File: config.mk
export PLATFORM = sky130hd
export DESIGN_NAME = bid_arbiter_flat
export DESIGN_NICKNAME = d
export VERILOG_FILES = /design/src/rtl/bid_arbiter_if.sv /design/src/rtl/bid_arbiter.sv /design/src/flat_wrapper.sv
export SDC_FILE = /design/constraint.sdc
export NUM_CORES = 1
export LEC_CHECK = 0
export BUFFER_PORTS_ARGS = -buffer_cell sky130_fd_sc_hd__buf_4
export CAP_MARGIN = 20
export CORE_MARGIN = 2
export CORE_UTILIZATION = 25
export DETAILED_ROUTE_END_ITERATION = 10
export GPL_TIMING_DRIVEN = 1
export HOLD_SLACK_MARGIN = 0.02
export PLACE_DENSITY = 0.5
export SLEW_MARGIN = 0
export SYNTH_ARGS = -nofsm -noshare
export SYNTH_HDL_FRONTEND = slang
export SYNTH_SLANG_ARGS = --single-unit
File: constraint.sdc
create_clock -name clk -period 10.6 [get_ports clk]
set_input_delay 2.12 -clock clk [delete_from_list [all_inputs] [get_ports clk]]
set_output_delay 2.12 -clock clk [all_outputs]
set_load 0.02 [all_outputs]
File: src/rtl/bid_arbiter_if.sv
// Handshake/bus bundle between the auction controller and the bid_arbiter.
// The master side issues bids and start requests; the slave side is the arbiter.
interface bid_arbiter_if #(
    parameter int N_BIDDERS = 4,
    parameter int BID_W     = 4,
    parameter int BAL_W     = 10,
    parameter int ID_W      = 2
);
    logic                       start;
    logic [N_BIDDERS*BID_W-1:0] bid;
    logic [N_BIDDERS-1:0]       bid_valid;
    logic [N_BIDDERS*BAL_W-1:0] balance;
    logic                       busy;
    logic [N_BIDDERS-1:0]       granted;
    logic                       done;
    logic                       no_winner;
    logic [ID_W-1:0]            win_id;
    logic [BID_W-1:0]           win_bid;

    modport master (
        output start, bid, bid_valid, balance,
        input  busy, granted, done, no_winner, win_id, win_bid
    );

    modport slave (
        input  start, bid, bid_valid, balance,
        output busy, granted, done, no_winner, win_id, win_bid
    );
endinterface

File: src/rtl/bid_arbiter.sv
// Auction arbiter: latches one bid per bidder, awards the highest affordable bid
// with round-robin tie-break, and emits a registered one-cycle one-hot grant.
module bid_arbiter #(
    parameter int N_BIDDERS = 4,
    parameter int BID_W     = 4,
    parameter int BAL_W     = 10,
    parameter int ID_W      = 2
) (
    input  logic            clk,
    input  logic            rst_n,
    bid_arbiter_if.slave    bus
);

    typedef enum logic [1:0] {S_IDLE, S_EVAL, S_GRANT} state_e;

    state_e               state_q, state_d;
    logic [BID_W-1:0]     bid_q [N_BIDDERS];
    logic [BID_W-1:0]     bid_d [N_BIDDERS];
    logic [BAL_W-1:0]     bal_q [N_BIDDERS];
    logic [BAL_W-1:0]     bal_d [N_BIDDERS];
    logic [N_BIDDERS-1:0] valid_q, valid_d;
    logic [ID_W-1:0]      rr_ptr_q, rr_ptr_d;
    logic                 busy_q, busy_d;
    logic [N_BIDDERS-1:0] granted_q, granted_d;
    logic                 done_q, done_d;
    logic                 no_winner_q, no_winner_d;
    logic [ID_W-1:0]      win_id_q, win_id_d;
    logic [BID_W-1:0]     win_bid_q, win_bid_d;

    logic [BID_W-1:0]     in_bid [N_BIDDERS];
    logic [BAL_W-1:0]     in_bal [N_BIDDERS];
    logic [N_BIDDERS-1:0] elig;
    logic [ID_W:0]        scan_sum;
    logic [ID_W-1:0]      scan_idx;
    logic                 found;
    logic [ID_W-1:0]      best_id;
    logic [BID_W-1:0]     best_bid;

    for (genvar g = 0; g < N_BIDDERS; g++) begin : g_unpack
        assign in_bid[g] = bus.bid[g*BID_W +: BID_W];
        assign in_bal[g] = bus.balance[g*BAL_W +: BAL_W];
        // Balance must strictly exceed the bid so a bank is never debited to zero.
        assign elig[g]   = valid_q[g] && (bid_q[g] != '0) &&
                           (bal_q[g] > BAL_W'(bid_q[g]));
    end

    // Scan starting at rr_ptr; strict '>' keeps the earliest bidder on ties.
    always_comb begin
        found    = 1'b0;
        best_id  = '0;
        best_bid = '0;
        scan_sum = '0;
        scan_idx = '0;
        for (int k = 0; k < N_BIDDERS; k++) begin
            scan_sum = {1'b0, rr_ptr_q} + (ID_W+1)'(k);
            if (scan_sum >= (ID_W+1)'(N_BIDDERS)) begin
                scan_sum = scan_sum - (ID_W+1)'(N_BIDDERS);
            end
            scan_idx = scan_sum[ID_W-1:0];
            if (elig[scan_idx] && (!found || (bid_q[scan_idx] > best_bid))) begin
                found    = 1'b1;
                best_id  = scan_idx;
                best_bid = bid_q[scan_idx];
            end
        end
    end

    always_comb begin
        state_d     = state_q;
        bid_d       = bid_q;
        bal_d       = bal_q;
        valid_d     = valid_q;
        rr_ptr_d    = rr_ptr_q;
        granted_d   = '0;
        done_d      = 1'b0;
        no_winner_d = 1'b0;
        win_id_d    = '0;
        win_bid_d   = '0;
        unique case (state_q)
            S_IDLE: begin
                if (bus.start) begin
                    bid_d   = in_bid;
                    bal_d   = in_bal;
                    valid_d = bus.bid_valid;
                    state_d = S_EVAL;
                end
            end
            S_EVAL: begin
                state_d     = S_GRANT;
                done_d      = 1'b1;
                no_winner_d = !found;
                if (found) begin
                    granted_d = N_BIDDERS'(1) << best_id;
                    win_id_d  = best_id;
                    win_bid_d = best_bid;
                    rr_ptr_d  = (best_id == ID_W'(N_BIDDERS-1)) ? '0 : best_id + ID_W'(1);
                end
            end
            S_GRANT: begin
                state_d = S_IDLE;
            end
            default: begin
                state_d = S_IDLE;
            end
        endcase
        busy_d = (state_d != S_IDLE);
    end

    always_ff @(posedge clk or negedge rst_n) begin
        if (!rst_n) begin
            state_q     <= S_IDLE;
            bid_q       <= '{default: '0};
            bal_q       <= '{default: '0};
            valid_q     <= '0;
            rr_ptr_q    <= '0;
            busy_q      <= 1'b0;
            granted_q   <= '0;
            done_q      <= 1'b0;
            no_winner_q <= 1'b0;
            win_id_q    <= '0;
            win_bid_q   <= '0;
        end else begin
            state_q     <= state_d;
            bid_q       <= bid_d;
            bal_q       <= bal_d;
            valid_q     <= valid_d;
            rr_ptr_q    <= rr_ptr_d;
            busy_q      <= busy_d;
            granted_q   <= granted_d;
            done_q      <= done_d;
            no_winner_q <= no_winner_d;
            win_id_q    <= win_id_d;
            win_bid_q   <= win_bid_d;
        end
    end

    assign bus.busy      = busy_q;
    assign bus.granted   = granted_q;
    assign bus.done      = done_q;
    assign bus.no_winner = no_winner_q;
    assign bus.win_id    = win_id_q;
    assign bus.win_bid   = win_bid_q;

endmodule

File: src/flat_wrapper.sv
// flat-port wrapper written by rule: the top's interface ports become plain ports
module bid_arbiter_flat 
#(
    parameter int N_BIDDERS = 4,
    parameter int BID_W     = 4,
    parameter int BAL_W     = 10,
    parameter int ID_W      = 2
)
  (clk, rst_n, bus_start, bus_bid, bus_bid_valid, bus_balance, bus_busy, bus_granted, bus_done, bus_no_winner, bus_win_id, bus_win_bid);
  bid_arbiter_if #(.N_BIDDERS(N_BIDDERS), .BID_W(BID_W), .BAL_W(BAL_W), .ID_W(ID_W)) bus_i ();
  input  logic clk;
  input  logic rst_n;
  input wire logic [$bits(bus_i.start)-1:0] bus_start;
  input wire logic [$bits(bus_i.bid)-1:0] bus_bid;
  input wire logic [$bits(bus_i.bid_valid)-1:0] bus_bid_valid;
  input wire logic [$bits(bus_i.balance)-1:0] bus_balance;
  output wire logic [$bits(bus_i.busy)-1:0] bus_busy;
  output wire logic [$bits(bus_i.granted)-1:0] bus_granted;
  output wire logic [$bits(bus_i.done)-1:0] bus_done;
  output wire logic [$bits(bus_i.no_winner)-1:0] bus_no_winner;
  output wire logic [$bits(bus_i.win_id)-1:0] bus_win_id;
  output wire logic [$bits(bus_i.win_bid)-1:0] bus_win_bid;
  assign bus_i.start = bus_start;
  assign bus_i.bid = bus_bid;
  assign bus_i.bid_valid = bus_bid_valid;
  assign bus_i.balance = bus_balance;
  assign bus_busy = bus_i.busy;
  assign bus_granted = bus_i.granted;
  assign bus_done = bus_i.done;
  assign bus_no_winner = bus_i.no_winner;
  assign bus_win_id = bus_i.win_id;
  assign bus_win_bid = bus_i.win_bid;
  bid_arbiter #(.N_BIDDERS(N_BIDDERS), .BID_W(BID_W), .BAL_W(BAL_W), .ID_W(ID_W)) u_core (.clk(clk), .rst_n(rst_n), .bus(bus_i));
endmodule
==> results.txt, run 1 <==
Status - finished clean
Crit Path Category - flop to flop
#FFs+latches synth - 76
Clk_skew - 0.00934 ns
Final ANT Viol Nets - 0
Most common flop cell mapped by yosys - dfrtp_1
Initial Utilization - 25.4%
CP most frequent cell - o21a_1
Via count - 3597
Share of layout cells above drive strength 1 - 30.3%
Pre-antenna DRT Iters - 4
Final setup vio count - 0
P_leak - 0.00252 uW
Worst vdd ir - 0.133 mV
Placed insts - 727
Initial drt markers - 107
CP arrival - 9.80 ns
Fin area - 5660 sq um
Setup_tns - 0 ns
Top cell type by total area after synthesis - dfrtp_1
Util after Layout - 31.6%
CTS root buffer - clkbuf_16
Required @ worst endpoint - 10.81 ns
Worst-path clk slew - 0.06 ns
Maximum clock insertion buffer count - 2
Fin cells - 744
Crit-path max FO - 13
Post-Route WL - 11.9 mm
Vias in the first global route - 3731
FF+latch area - 1900 sq um
Final period util - 90.5%
F_max - 0.104 GHz
Syn nets - 533
Setup crit end kind - flop
Most frequent cells in the layout - 80 x buf_4, 76 x dfrtp_1, 50 x mux2_2
# diodes - 0
Area delta synth->final - 24.6%
CTS tree - built
Synth Warn # - 0
Worst hold path depth - 1
Core ar. - 17900 sq um
Ports - 76
Rel. slew slack - 44.6%
Synth area leaders - dfrtp_1 42%, mux2_2 12%, ha_1 8.8%
R2R cell count - 36
Die area - 19300 sq um
CTS Sinks - 76
Worst-Margin Slew - 0.831 ns
Final hold vios - 0
Hold Buf Count CTS - 0
Internal reg-to-reg setup slack - 1.01 ns
Seq/Total Area, Yosys - 41.9%
Total track usage - 12.7%
Distinct cells, synth - 52
Avg Vias per Cell - 4.83
Multi-input logic area - 2440 sq um
Min cycle time layout - 9.59 ns
Mapped Avg Cell Area - 10.4 sq um
GR Overflow Total - 0
PortBufs - 75
Die W - 139 um
Worst skew pair latency - 0.34 ns
Routed length per instance - 16.0 um
Power Dens Cells - 334 nW/um^2
Fill count - 1875
Post-CTS setup buffers - 0
Max-slew violation count - 0
Final RePlAce weighted congestion - 0.826
First-pass GRT wire length - 19.4 mm
CP max stage cell - mux4_2
Final nets - 605
Share of the synthesized area in the top cell type - 41.9%
Async SR Flop Fraction - 100%
Number of flops mapped to enable cells by yosys - 0
# DRC - 0
Post-DP HPWL - 9.00 mm
Most common cell after layout, fill and taps aside - buf_4
Max H-tree Level - 3
Initial antenna violation count - 0
Num CTS Buffers - 9
Worst Hold Class - flop to flop
Pin count of the biggest net entering global routing - 78
CP startpoint kind - flop
Cell Area, Placed - 5330 sq um
Slowest stage delay, CP - 0.57 ns
Post-CTS Resized - 0
RSZ-0062 raised after global routing - false
Synthesized area - 4540 sq um
Synth Instances - 438
Row Count - 49
Die height - 139 um
Max-cap violations - 0
[power by group]
part / switching, uW / total, uW / leakage [uW] / internal [uW]
clock: 123 / 312 / 0.000146 / 190
combinational: 649 / 1160 / 0.00145 / 509
sequential: 61.0 / 423 / 0.000922 / 362
[worst max-delay path: cells and delay by family, from the launching register on]
kind / cells / cell delay [ns]
flip-flops: 1 / 0.40
multiplexers: 4 / 1.61
AND/OR/NAND/NOR: 5 / 0.89
adder cells (fa/ha/maj): 5 / 1.46
AO/OA/AOI/OAI: 21 / 5.05
buffers and inverters: 1 / 0.07
[registers in the layout, summed over array words and instances (netlist names)]
signal,flops
u_core.bal_q,40
u_core.bus.no_winner,1
u_core.bus.busy,1
u_core.bus.granted,4
u_core.bus.win_bid,4
u_core.valid_q,4
u_core.bus.done,1
u_core.state_q,1
u_core.bus.win_id,2
u_core.bid_q,16
u_core.rr_ptr_q,2
[synthesized netlist by cell type (3+ instances only)]
| library cell | count |
|---|---|
| or4_1 | 4 |
| nor3_1 | 7 |
| nor2_1 | 9 |
| nand4_1 | 7 |
| inv_1 | 26 |
| clkbuf_1 | 12 |
| ha_1 | 32 |
| mux2_2 | 50 |
| a21oi_1 | 20 |
| nand2_1 | 48 |
| a21o_1 | 7 |
| a211oi_1 | 4 |
| mux4_2 | 3 |
| o31a_1 | 4 |
| nor2b_1 | 8 |
| mux2i_1 | 11 |
| dfrtp_1 | 76 |
| and2_1 | 8 |
| o41a_1 | 5 |
| o21ai_0 | 34 |
| o211ai_1 | 12 |
| o21a_1 | 10 |
[layer usage]
| layer | up-vias | part of all wire [%] | global-route usage, % |
|---|---|---|---|
| met2 | 98 | 47 | 20.4 |
| met4 | 0 | 1.2 | 3.46 |
| met3 | 12 | 5.5 | 4.14 |
| met5 | - | 0 | 0 |
| li1 | 1743 | - | - |
| met1 | 1744 | 47 | 16.5 |
[per-stage QoR]
stage / hold slack [ns] / total power (uW) / worst slack [ns]
floorplan: 0.472 / 1310 / 2.12
global placement: 0.482 / 1570 / 1.30
detailed placement: 0.490 / 1580 / 1.09
CTS: 0.503 / 1910 / 1.08
global route: 0.519 / 2080 / 0.226
finish: 0.496 / 1890 / 1.01
[final timing paths]
check,startpoint,endpoint
setup reg to reg,u_core.bid_q[11]$_DFFE_PN0P_,u_core.rr_ptr_q[1]$_DFFE_PN0P_
max in group asynchronous,rst_n,u_core.bal_q[19]$_DFFE_PN0P_
min in group asynchronous,rst_n,u_core.bus.granted[2]$_DFF_PN0_
hold reg to reg,u_core.bus.done$_DFF_PN0_,u_core.bus.busy$_DFF_PN0_
setup / recovery,u_core.bid_q[11]$_DFFE_PN0P_,u_core.rr_ptr_q[1]$_DFFE_PN0P_
hold / removal,u_core.bus.done$_DFF_PN0_,u_core.bus.busy$_DFF_PN0_
[kinds of logic after synthesis]
kind of cell,count (synthesis),share of synthesized area [%]
fa+ha+maj,32,8.81
xor+xnor,1,0.193
flops,76,41.9
compound gates,116,17.3
buf+inv,47,4.49
mux,64,16.3
simple gates,102,11.1
[area by class of cell]
cell class	instances	area share, %
inverter	27	1.79
multi-input combinational	315	43.1
timing repair buffer	81	11.1
sequential	76	33.6
tap	229	5.06
clock inverter	5	1.06
clock buffer	11	4.29
No activity file was read; power rests on OpenSTA's default activity.
==> inputs of run 2 (changes only) <==
--- a/config.mk
+++ b/config.mk
@@ -5,6 +5,7 @@
 export SDC_FILE = /design/constraint.sdc
 export NUM_CORES = 1
 export LEC_CHECK = 0
+export ABC_AREA = 1
 export BUFFER_PORTS_ARGS = -buffer_cell sky130_fd_sc_hd__buf_4
 export CAP_MARGIN = 20
 export CORE_MARGIN = 2
==> results.txt, run 2 <==
RSZ-0062 raised after global routing - false (unchanged)
CP startpoint kind - flop (unchanged)
GR Overflow Total - 0 (unchanged)
Final period util - 52.9% (was 90.5%)
CP most frequent cell - nand2_1 (was o21a_1)
Mapped Avg Cell Area - 7.58 sq um (was 10.4 sq um)
Max FFs per register - 40 (unchanged)
R2R cell count - 34 (was 36)
Top cell type by total area after synthesis - dfrtp_1 (unchanged)
Async SR Flop Fraction - 100% (unchanged)
Max-cap violations - 0 (unchanged)
Synth Instances - 615 (was 438)
PortBufs - 75 (unchanged)
Worst hold slack - 0.478 ns (was 0.496 ns)
Internal reg-to-reg setup slack - 4.99 ns (was 1.01 ns)
F_max - 0.178 GHz (was 0.104 GHz)
Crit Path Category - flop to flop (unchanged)
P_leak - 0.00300 uW (was 0.00252 uW)
Total track usage - 12.8% (was 12.7%)
Core ar. - 18100 sq um (was 17900 sq um)
CTS root buffer - clkbuf_16 (unchanged)
Worst-Margin Slew - 0.965 ns (was 0.831 ns)
Most frequent cells in the layout - 214 x nand2_1, 78 x buf_4, 76 x dfrtp_1 (was 80 x buf_4, 76 x dfrtp_1, 50 x mux2_2)
Power Dens Cells - 313 nW/um^2 (was 334 nW/um^2)
Routed length per instance - 12.7 um (was 16.0 um)
Max-slew violation count - 0 (unchanged)
Post-CTS setup buffers - 0 (unchanged)
Share of the synthesized area in the top cell type - 40.8% (was 41.9%)
Final setup vio count - 0 (unchanged)
Maximum clock insertion buffer count - 2 (unchanged)
Pin count of the biggest net entering global routing - 77 (was 78)
Seq/Total Area, Yosys - 40.8% (was 41.9%)
Clk_skew - 0.00813 ns (was 0.00934 ns)
First-pass GRT wire length - 20.0 mm (was 19.4 mm)
Crit-path max FO - 13 (unchanged)
Post-CTS Resized - 0 (unchanged)
Number of flops mapped to enable cells by yosys - 0 (unchanged)
Most common flop cell mapped by yosys - dfrtp_1 (unchanged)
# DRC - 0 (unchanged)
Fin cells - 916 (was 744)
Synth Warn # - 0 (unchanged)
Biggest regs - u_core.bal_q: 40 flops, u_core.bid_q: 16 flops (unchanged)
Max H-tree Level - 3 (unchanged)
Num CTS Buffers - 9 (unchanged)
Row Count - 49 (unchanged)
Worst skew pair latency - 0.34 ns (about the same)
Synthesized area - 4660 sq um (was 4540 sq um)
CTS tree - built (unchanged)
Die W - 141 um (was 139 um)
Slowest stage delay, CP - 0.71 ns (was 0.57 ns)
Cell with the most instances after synthesis - nand2_1 (was dfrtp_1)
Die area - 19800 sq um (was 19300 sq um)
Final hold vios - 0 (unchanged)
Distinct cells, synth - 28 (was 52)
Tot Pwr - 1790 uW (was 1890 uW)
Required @ worst endpoint - 10.80 ns (was 10.81 ns)
Status - finished clean (unchanged)
CP max stage cell - xnor2_1 (was mux4_2)
Worst hold path depth - 2 (was 1)
CP arrival - 5.81 ns (was 9.80 ns)
Share of layout cells above drive strength 1 - 24.3% (was 30.3%)
Setup crit end kind - flop (unchanged)
Most frequent cells after synthesis - 214 x nand2_1, 76 x dfrtp_1, 64 x o21ai_0 (was 76 x dfrtp_1, 50 x mux2_2, 48 x nand2_1)
Fill count - 2010 (was 1875)
Final RePlAce weighted congestion - 0.854 (was 0.826)
Placed insts - 900 (was 727)
Final nets - 777 (was 605)
Rel. slew slack - 35.7% (was 44.6%)
Die height - 141 um (was 139 um)
Largest reg by FF count - u_core.bal_q (unchanged)
Worst vdd ir - 0.122 mV (was 0.133 mV)
Post-Route WL - 11.6 mm (was 11.9 mm)
Initial Utilization - 25.7% (was 25.4%)
Via count - 3847 (was 3597)
Initial antenna violation count - 0 (unchanged)
Post-DP HPWL - 9.03 mm (was 9.00 mm)
# diodes - 0 (unchanged)
CTS Sinks - 76 (unchanged)
Most common cell after layout, fill and taps aside - nand2_1 (was buf_4)
Worst Hold Class - flop to flop (unchanged)
Setup_tns - 0 ns (unchanged)
Final ANT Viol Nets - 0 (unchanged)
Area delta synth->final - 22.6% (was 24.6%)
Hold Buf Count CTS - 0 (unchanged)
Pre-antenna DRT Iters - 4 (unchanged)
Ports - 76 (unchanged)
#FFs+latches synth - 76 (unchanged)
Worst-path clk slew - 0.06 ns (about the same)
Syn nets - 710 (was 533)
Initial drt markers - 210 (was 107)
Vias in the first global route - 4013 (was 3731)
Avg Vias per Cell - 4.20 (was 4.83)
Synth area leaders - dfrtp_1 41%, nand2_1 17%, ha_1 8.6% (was dfrtp_1 42%, mux2_2 12%, ha_1 8.8%)
Min cycle time layout - 5.61 ns (was 9.59 ns)
-- run 2: power by group --
group	switching [uW]	internal, uW
Combinational	687	380
Clock	115	196
Sequential	48.3	361
-- run 2: per-stage QoR --
step                util (%)  instance area, sq um  setup slack [ns]
floorplan                  -                  4660              5.54
global placement        29.9                  5420              5.08
detailed placement      29.9                  5420              5.02
CTS                     31.5                  5720              4.99
global route            31.5                  5720              4.36
finish                  31.5                  5720              4.99
-- run 2: worst max-delay path: cells and delay by family, from the launching register on --
family | cells | cell delay [ns]
adders and majority gates | 4 | 1.29
and+or+nand+nor | 16 | 1.36
DFF | 1 | 0.54
xor gates and xnor gates | 1 | 0.71
AOI/OAI and AO/OA | 11 | 1.40
buffers and inverters | 2 | 0.17
-- run 2: final cells by class --
class | instances | area, sq um | area share [%]
Clock inverter | 1 | 30.0 | 0.525
Tap cell | 229 | 287 | 5.01
Multi-Input combinational cell | 441 | 2360 | 41.3
Inverter | 76 | 285 | 4.99
Timing Repair Buffer | 78 | 586 | 10.2
Sequential cell | 76 | 1900 | 33.3
Clock buffer | 15 | 268 | 4.68
-- run 2: metal layers --
layer | track usage (%) | wire [um] | up-vias
met5 | 0 | 0 | -
met4 | 4.26 | 180 | 0
met3 | 1.90 | 333 | 10
met2 | 20.5 | 5310 | 60
met1 | 17.8 | 5800 | 1723
li1 | - | - | 2054
-- run 2: path summary, 6_finish.rpt --
path / start / endpoint
max: u_core.rr_ptr_q[1]$_DFFE_PN0P_ / u_core.rr_ptr_q[1]$_DFFE_PN0P_
min: u_core.bal_q[26]$_DFFE_PN0P_ / u_core.bal_q[26]$_DFFE_PN0P_
max reg2reg: u_core.rr_ptr_q[1]$_DFFE_PN0P_ / u_core.rr_ptr_q[1]$_DFFE_PN0P_
min reg2reg: u_core.bal_q[26]$_DFFE_PN0P_ / u_core.bal_q[26]$_DFFE_PN0P_
max in group asynchronous: rst_n / u_core.bus.busy$_DFF_PN0_
min in group asynchronous: rst_n / u_core.bal_q[6]$_DFFE_PN0P_
-- run 2: cell families (layout without fill, tap and decap cells) --
| group | Yosys count | after routing | share of synthesized area [%] |
|---|---|---|---|
| buffers and inverters | 98 | 170 | 8.61 |
| AOI/OAI and AO/OA | 92 | 92 | 11.1 |
| xor gates and xnor gates | 1 | 1 | 0.188 |
| DFF | 76 | 76 | 40.8 |
| and+or+nand+nor | 316 | 316 | 30.8 |
| adders and majority gates | 32 | 32 | 8.59 |
==> inputs of run 3 (changes only) <==
==> constraint.sdc (replaced) <==
create_clock -name clk -period 5.74 [get_ports clk]
set_input_delay 1.148 -clock clk [delete_from_list [all_inputs] [get_ports clk]]
set_output_delay 1.148 -clock clk [all_outputs]
set_load 0.02 [all_outputs]
==> results.txt, run 3 (synthesis gave the netlist of run 2 again) <==
Status - finished clean (unchanged)
Rel. slew slack - 52.7% (was 35.7%)
Clk_skew - 0.00675 ns (was 0.00813 ns)
PortBufs - 75 (unchanged)
Initial antenna violation count - 0 (unchanged)
Worst vdd ir - 0.206 mV (was 0.122 mV)
Worst-Margin Slew - 0.701 ns (was 0.965 ns)
Max FFs per register - 40 (unchanged)
Maximum clock insertion buffer count - 2 (unchanged)
Most common cell after layout, fill and taps aside - nand2_1 (unchanged)
Die W - 141 um (unchanged)
Worst hold path depth - 2 (unchanged)
Final ANT Viol Nets - 0 (unchanged)
Share of layout cells above drive strength 1 - 27.8% (was 24.3%)
Total track usage - 12.5% (was 12.8%)
Setup crit end kind - flop (unchanged)
Die area - 19800 sq um (unchanged)
Area delta synth->final - 27.0% (was 22.6%)
Via count - 3932 (was 3847)
Initial Utilization - 25.7% (unchanged)
Die height - 141 um (unchanged)
Routed length per instance - 12.7 um (about the same)
Final setup vio count - 0 (unchanged)
Final RePlAce weighted congestion - 0.839 (was 0.854)
Min cycle time layout - 5.23 ns (was 5.61 ns)
CTS Sinks - 76 (unchanged)
# DRC - 0 (unchanged)
R2R cell count - 43 (was 34)
GR Overflow Total - 0 (unchanged)
Largest reg by FF count - u_core.bal_q (unchanged)
Metal1 wirelength - 5.96 mm (was 5.80 mm)
Worst Hold Path EP - u_core.bal_q[28]$_DFFE_PN0P_ (was u_core.bal_q[26]$_DFFE_PN0P_)
Core ar. - 18100 sq um (unchanged)
Max H-tree Level - 3 (unchanged)
CP max stage cell - dfrtp_1 (was xnor2_1)
Placed insts - 902 (was 900)
Max-cap violations - 0 (unchanged)
Crit-path max FO - 11 (was 13)
First-pass GRT wire length - 19.7 mm (was 20.0 mm)
Initial drt markers - 165 (was 210)
Final hold vios - 0 (unchanged)
Crit Path Category - flop to flop (unchanged)
Reg-to-reg critical path endpoint - u_core.rr_ptr_q[1]$_DFFE_PN0P_ (unchanged)
Required @ worst endpoint - 5.95 ns (was 10.80 ns)
Post-DP HPWL - 8.87 mm (was 9.03 mm)
Worst hold slack - 0.482 ns (was 0.478 ns)
Cell Area, Placed - 5430 sq um (was 5420 sq um)
Tot Pwr - 3540 uW (was 1790 uW)
Slowest stage delay, CP - 0.37 ns (was 0.71 ns)
Pin count of the biggest net entering global routing - 77 (unchanged)
Final nets - 791 (was 777)
Most frequent cells in the layout - 213 x nand2_1, 90 x buf_4, 76 x dfrtp_1 (was 214 x nand2_1, 78 x buf_4, 76 x dfrtp_1)
Biggest regs - u_core.bal_q: 40 flops, u_core.bid_q: 16 flops (unchanged)
CP startpoint kind - flop (unchanged)
Final period util - 91.1% (was 52.9%)
CTS tree - built (unchanged)
Post-Route WL - 11.8 mm (was 11.6 mm)
Worst Hold Class - flop to flop (unchanged)
CTS root buffer - clkbuf_16 (unchanged)
Worst-path clk slew - 0.06 ns (about the same)
F_max - 0.191 GHz (was 0.178 GHz)
Avg Vias per Cell - 4.23 (was 4.20)
Pre-antenna DRT Iters - 4 (unchanged)
Row Count - 49 (unchanged)
Top sig layer - met4 (unchanged)
# diodes - 0 (unchanged)
Reg-to-reg startpoint - u_core.bid_q[7]$_DFFE_PN0P_ (was u_core.rr_ptr_q[1]$_DFFE_PN0P_)
Worst min-delay path startpoint - u_core.bal_q[28]$_DFFE_PN0P_ (was u_core.bal_q[26]$_DFFE_PN0P_)
Vias in the first global route - 3958 (was 4013)
Met3 wire len - 277 um (was 333 um)
Power Dens Cells - 597 nW/um^2 (was 313 nW/um^2)
Internal reg-to-reg setup slack - 0.51 ns (was 4.99 ns)
CP most frequent cell - nand2_1 (unchanged)
P_leak - 0.00309 uW (was 0.00300 uW)
WL met2 - 5.39 mm (was 5.31 mm)
CP arrival - 5.44 ns (was 5.81 ns)
Ports - 76 (unchanged)
Worst skew pair latency - 0.34 ns (about the same)
Fin cells - 930 (was 916)
Max-slew violation count - 0 (unchanged)
Fin area - 5920 sq um (was 5720 sq um)
Num CTS Buffers - 9 (unchanged)
[run 3: changes by cell type in the layout (fill, tap and decap cells not counted), sizes merged]
cell | before | now
clkbuf | 15 | 12
buf | 78 | 91
clkinv | 2 | 3
nand2 | 245 | 246
clkinvlp | 0 | 1
inv | 74 | 75
[run 3: per-stage QoR]
stage | setup slack (ns) | utilization (%) | setup TNS [ns]
floorplan | 0.680 | - | 0
global placement | 0.309 | 29.9 | 0
detailed placement | 0.233 | 29.9 | 0
CTS | 0.176 | 31.6 | 0
global route | -0.0340 | 32.6 | -0.0340
finish | 0.508 | 32.6 | 0
[run 3: where the power goes]
group | switching, uW | total, uW | internal, uW
Combinational | 1360 | 2210 | 847
Sequential | 84.4 | 751 | 667
Clock | 220 | 579 | 359
Total | 1660 | 3540 | 1870
[run 3: worst max-delay path by stage]
stage	startpoint	end	slack (ns)	cells after the start
2_1_floorplan	u_core.bid_q[7]$_DFFE_PN0P_	u_core.rr_ptr_q[1]$_DFFE_PN0P_	0.68	45
3_3_place_gp	u_core.bid_q[5]$_DFFE_PN0P_	u_core.rr_ptr_q[1]$_DFFE_PN0P_	0.31	43
3_5_place_dp	u_core.bid_q[13]$_DFFE_PN0P_	u_core.rr_ptr_q[1]$_DFFE_PN0P_	0.23	43
4_1_cts	u_core.bid_q[7]$_DFFE_PN0P_	u_core.rr_ptr_q[1]$_DFFE_PN0P_	0.18	43
5_1_grt	u_core.bid_q[7]$_DFFE_PN0P_	u_core.rr_ptr_q[1]$_DFFE_PN0P_	-0.03	44
6_report	u_core.bid_q[7]$_DFFE_PN0P_	u_core.rr_ptr_q[1]$_DFFE_PN0P_	0.51	43
[run 3: critical path, delay by kind of cell (launching register included)]
family	cells	cell delay [ns]
AOI/OAI and AO/OA	10	1.01
DFF	1	0.37
and+or+nand+nor	25	2.08
buffers and inverters	3	0.19
adders and majority gates	5	1.46
[run 3: cell type report]
class	count	area, sq um
clock inverters	4	47.5
repair buffers	91	703
multi-input cells	442	2440
fillers	1982	12200
clock buffers	12	256
well taps	229	287
inverters	76	285
flip-flops and latches	76	1900
[run 3: repair_timing]
item / in CTS / in global routing
hold buffers: 0 / 0
buffers inserted: 0 / 10
resized for setup: 0 / 16
endpoints found under the setup margin: 0 / 5
[run 3: routing by layer]
layer | track usage (%) | vias up
li1 | - | 2089
met1 | 17.4 | 1786
met2 | 20.0 | 48
met3 | 1.80 | 9
met4 | 4.11 | 0
met5 | 0 | -
